$ cat config.mk
export PLATFORM = sky130hd
export DESIGN_NAME = td4_core_param
export DESIGN_NICKNAME = d
export VERILOG_FILES = /design/src/rtl/td4_core_param.sv
export SDC_FILE = /design/constraint.sdc
export NUM_CORES = 1
export LEC_CHECK = 0
export BUFFER_PORTS_ARGS = -buffer_cell sky130_fd_sc_hd__buf_2
export CAP_MARGIN = 15
export CORE_MARGIN = 2
export CORE_UTILIZATION = 55
export DETAILED_ROUTE_END_ITERATION = 6
export GPL_TIMING_DRIVEN = 0
export HOLD_SLACK_MARGIN = 0.05
export PLACE_DENSITY_LB_ADDON = 0.1
export REMOVE_ABC_BUFFERS = 1
export SETUP_SLACK_MARGIN = 0.3
export SLEW_MARGIN = 10
export SYNTH_ARGS = -nofsm -noshare
export SYNTH_HDL_FRONTEND = slang
export SYNTH_SLANG_ARGS = --single-unit
$ cat constraint.sdc
create_clock -name clk -period 4.8 [get_ports clk]
set_clock_uncertainty 0.15 [all_clocks]
set_input_delay 0.24 -clock clk [delete_from_list [all_inputs] [get_ports clk]]
set_output_delay 0.24 -clock clk [all_outputs]
set_load 0.05 [all_outputs]
$ cat src/rtl/td4_core_param.sv
// td4_core_param: parametrised TD4 core with JC/HLT, run/single-step control, retire strobe and flags.
module td4_core_param #(
    parameter int DATA_W = 4,
    parameter int ADDR_W = 4
) (
    input  logic              clk,
    input  logic              clr,
    input  logic              run,
    input  logic              step,
    input  logic [DATA_W-1:0] in,
    input  logic [DATA_W+3:0] idata,
    output logic [ADDR_W-1:0] iaddr,
    output logic [DATA_W-1:0] out,
    output logic              carry,
    output logic              halted,
    output logic              retire
);
    if (ADDR_W < 1 || ADDR_W > DATA_W) begin : g_bad_width
        $error("td4_core_param: ADDR_W must satisfy 1 <= ADDR_W <= DATA_W");
    end

    typedef enum logic {ACTIVE, HALT} state_t;

    state_t            state, state_n;
    logic [DATA_W-1:0] a, b, src, im, res;
    logic [ADDR_W-1:0] pc_n;
    logic [3:0]        op;
    logic              cy, step_q, exe, jump, hlt, wr_a, wr_b, wr_o;

    always_comb begin
        op      = idata[DATA_W+3:DATA_W];
        im      = idata[DATA_W-1:0];
        src     = op[1:0] == 2'b00 ? a : op[1:0] == 2'b01 ? b : op[1:0] == 2'b10 ? in : '0;
        {cy, res} = {1'b0, src} + {1'b0, im};
        exe     = state == ACTIVE && (run || (step && !step_q));
        hlt     = op == 4'b1010;
        // conditional jumps test the flag as it stood before this edge
        jump    = op == 4'b1111 || (op == 4'b1110 && !carry) || (op == 4'b1100 && carry);
        pc_n    = hlt ? iaddr : jump ? im[ADDR_W-1:0] : iaddr + ADDR_W'(1);
        wr_a    = op[3:2] == 2'b00;
        wr_b    = op[3:2] == 2'b01;
        wr_o    = op == 4'b1001 || op == 4'b1011;
        state_n = exe && hlt ? HALT : state;
        halted  = state == HALT;
    end

    always_ff @(posedge clk or posedge clr) begin
        if (clr) begin
            a      <= '0;
            b      <= '0;
            out    <= '0;
            iaddr  <= '0;
            carry  <= 1'b0;
            retire <= 1'b0;
            step_q <= 1'b0;
            state  <= ACTIVE;
        end else begin
            step_q <= step;
            retire <= exe;
            state  <= state_n;
            if (exe) begin
                carry <= cy;
                iaddr <= pc_n;
                a     <= wr_a ? res : a;
                b     <= wr_b ? res : b;
                out   <= wr_o ? res : out;
            end
        end
    end
endmodule

---- After elaboration in Yosys (flattened, before gate mapping) ----
Cells that the tools add are included.
word-level totals
  register bits ........................... 20
  output and inout bits ................... 11
  logic and storage cells ................. 42
operators by class
  add/sub/neg operators ................... 2
  equal/unequal tests ..................... 9
  muxes and demuxes ....................... 4
  bitwise logic cells ..................... 2
  reduce and logical (&&, ||, !) cells .... 17
operator list
  cell                 number
  $eq 4x4->1 const B   6
  $mux 4               4
  $reduce_and 2->1     4
  $add 4x4->5          1
  $logic_and 1x1->1    5
  $add 4x1->4 const B  1
  $eq 2x1->1 const B   2
  $logic_not 2->1      2
  $logic_or 1x1->1     4
  $eq 2x2->1 const B   1
  $logic_not 1->1      2
  $not 1->1            2

---- Depth between registers and ports, before layout ----
  word-level depth ........................ 5
  depth in mapped cells ................... 9
  gate-level depth less buffers ........... 8

---- Least setup slack after synthesis ----
Ideal clock, no wire load.
  path type ............................... input -> register
  start ................................... in idata[5]
  end ..................................... reg out[2]
  setup time .............................. 0.128 ns
  data arrival time ....................... 1.701 ns
  slack ................................... 2.821 ns
  stages .................................. 7
  buffers on the path ..................... 1
  path through ............................ buf_2 -> mux2i_1 -> o21ai_0 -> ha_1 -> fa_1 -> xor2_1 -> mux2_1
on the way
  cells in the longest elaborated chain, start to end .. 5
ends and longest elaborated chain
  element               RTL line  source
  from (decl)           11        input logic [DATA_W+3:0] idata,
  $eq 2x2->1            33        src = op[1:0] == 2'b00 ? a : op[1:0] == 2'b01 ? b : op[1:0] == 2'b10 ? in : '0;
  $mux 4 (3 in a row)   33
  $add 4x4->5           34        {cy, res} = {1'b0, src} + {1'b0, im};
  to (signal assigned)  66        out <= wr_o ? res : out;
  to (decl)             13        output logic [DATA_W-1:0] out,
Several ways; a longest one is shown, not always the timed one.
A chain may end at the register's enable or synchronous reset.

---- Final worst setup path ----
  start ................................... reg a[2]
  end ..................................... reg out[3]
on the way
  cells in the longest elaborated chain, start to end .. 2
ends and longest elaborated chain
  element                 RTL line  source
  from (decl)             25        logic [DATA_W-1:0] a, b, src, im, res;
  from (signal assigned)  64        a <= wr_a ? res : a;
  $mux 4                  33
  $add 4x4->5             34
No other way between the ends.

==> metrics.txt <==
pin slew with the least headroom to its limit=between 0.7 and 0.8 ns; vias per std cell=approximately 5.2; main combinational cell family by area after synthesis=multiplexers; setup bufs post-CTS=0; residual DRC count=0; Hold Crit Class=in2reg; Worst Path Required=around 4.8 ns; maximum clock frequency=512 MHz; CP Launch Type=flop; mean cell area of the mapped netlist=between 10 and 15 µm²; num ports=27; clock root cell=clkbuf_4; Cell Rows=16; Yosys reg bits=20; status=complete, no violations; ant diodes=0; Layout Nets=150; post_cts resized=0; Chip Width=just under 50 µm; Pwr Total=717 µW; sequential-to-total area share from yosys stat=44.9%; initial antenna violation count=0; crit end category=flop; share of cells above drive strength 1=30.4%; die area=approximately 2400 µm²; Die Y=49.0 µm; Max-Cap Viols=0; WL/cell=13.4 µm; Rel. slew slack=~51%; post-synthesis cell area=1110 µm²; Synth Area in Adders=8.53%; RePlAce Congestion=around 0.76; final setup fails=0; Synth-to-Final Area Change=16.4%; H-tree Lvls=1; clk_lat worst skew=0.29 ns; Final ANT Viol Nets=0; Crit Path Category=reg2reg; Worst Path Arrival=1.99 ns; worst setup path start=a[2]; first drt pass iteration count=3; Synth Area in Simple Gates=between 10% and 20%; mux cell area share after synthesis=18.4%; setup tns final=0 ns; hold endpoint=iaddr[0]; clock transition at the registers of the reported paths=0.10 ns; worst hold stages=3; FF-to-FF setup slack=around 2.8 ns; GRT Util Overall=18.6%; min Tclk post-route=1.95 ns; Worst IR Drop VDD=0.357 mV; Final Max Slew Viols=0; WL final=2.03 mm; first-pass GRT wire length=3.38 mm; core area=1940 µm²; starting density of the core=57.4%; RSZ-0062 raised after global routing=no; initial detailed-routing violation count=1; CTS tree=done; Synth Area in XOR/XNOR=2.36%; Gate Count Post-Synth=97; DP HPWL=1.60 mm; P_leak=0.637 nW; PD cells=552 nW/µm²; IO buf count=26; total vias in the final route=between 700 and 800; Worst Reg-to-Reg Cells=7; hold_sp=idata[0]; number of global-route vias before repair=788; # fillers=166; final hold viol count=0; Worst R2R Start=a[2]; Synth Warn #=0; final worst-path cycle share=40.7%; clk buf depth=2; compound-gate portion of the synthesized area=7.63%; worst r2r dst=out[3]; Critical Path Fanout Max=3; clock sinks=20; multi-input logic area=572 µm²; CTS buffer count=3; largest net degree at the start of global routing=21; Netlist cell types=33; register area=around 500 µm²; grt total ovfl=0
cell type report:
type / instances / area share [%]
Inverter: 5 / 1.45
Tap cell: 27 / 2.60
Multi-Input combinational cell: 69 / 44.1
Clock buffer: 3 / 1.74
Timing Repair Buffer: 28 / 11.6
Sequential cell: 20 / 38.6
metal layers:
layer	part of all wire [%]	track usage [%]
met1	44	24.3
met2	51	32.0
met3	3.1	1.84
met4	1.3	7.14
met5	0	0
per-stage QoR:
| stage | area [µm²] | hold WS [ns] | instances | utilization (%) | worst slack, ns |
|---|---|---|---|---|---|
| 3_5_place_dp | 1250 | 0.248 | 147 | 64.6 | 2.64 |
| 4_1_cts | 1300 | 0.0591 | 152 | 66.8 | 2.85 |
| 6_report | 1300 | 0.0696 | 152 | 66.8 | 2.85 |
| 2_1_floorplan | 1090 | 0.0538 | 94 | - | 2.96 |
| 3_3_place_gp | 1250 | 0.243 | 147 | 64.6 | 2.65 |
| 5_1_grt | 1300 | 0.0578 | 152 | 66.8 | 2.71 |
cell usage in the layout (no fill, tap or decap), types with 2 or more instances in the layout:
cell	netlist	routed
dfrtp_1	20	20
buf_2	1	26
inv_1	3	3
clkbuf_4	0	3
o21ai_0	7	7
dlygate4sd3_1	0	2
nand2b_1	2	2
mux2i_1	7	7
nand2_1	8	8
a22oi_1	2	2
mux2_1	8	8
a21o_1	2	2
mux2_2	4	4
a21oi_1	4	4
xor2_1	2	2
ha_1	6	6
nand3_1	3	3
registers in the layout (all words and copies together), names as in the netlist:
name	count
carry	1
step_q	1
iaddr	4
retire	1
halted	1
out	4
a	4
b	4
cell usage after synthesis (all sizes together):
cell     instances  share of area [%]
a21o             2                1.3
a21oi            4                1.8
a22oi            2                1.3
and2             1               0.56
and3             2                1.6
and4b            1               0.90
buf              3                2.1
clkinv           1               0.34
dfrtp           20                 45
fa               1                1.8
ha               6                6.7
inv              4                1.3
mux2            12                 12
mux2i            7                6.3
nand2            8                2.7
nand2b           3                2.4
nand3            3                1.3
nand4bb          1                1.0
nor2             1               0.34
nor2b            1               0.56
nor3b            1                1.1
o21ai            7                3.1
or2              1               0.56
or3              1               0.56
or3b             1               0.79
xnor2            1               0.79
xor2             2                1.6
report_power, final:
group          internal, mW  switching, mW  total [mW]
sequential            0.242         0.0415       0.283
combinational         0.119          0.240       0.358
clock                0.0292         0.0458      0.0750
total                 0.390          0.327       0.717
worst max path at each step:
stage               slack, ns  endpoint
floorplan                2.96    out[2]
global placement         2.65    out[3]
detailed placement       2.64    out[3]
CTS                      2.85    out[2]
global route             2.71    out[2]
finish                   2.85    out[3]
what timing repair did:
action / CTS / global route
endpoints found under the hold margin: 21 / 0
hold buffers: 2 / 0
endpoints found under the setup margin: 0 / 0
cells by family (layout without fill, tap and decap cells):
group | after synthesis | after routing
simple gates | 25 | 25
flops | 20 | 20
mux | 19 | 19
compound gates | 15 | 15
buf+inv | 8 | 36
fa+ha+maj | 7 | 7
xor+xnor | 3 | 3
worst max-delay path, cell delays in order, from the launching register on:
cell,delay (ns)
dfrtp_1,0.35
mux2i_1,0.06
o21ai_0,0.27
ha_1,0.32
a21oi_1,0.14
nand2_1,0.09
xor2_1,0.17
mux2_1,0.30
No activity file was read; power rests on OpenSTA's default activity.
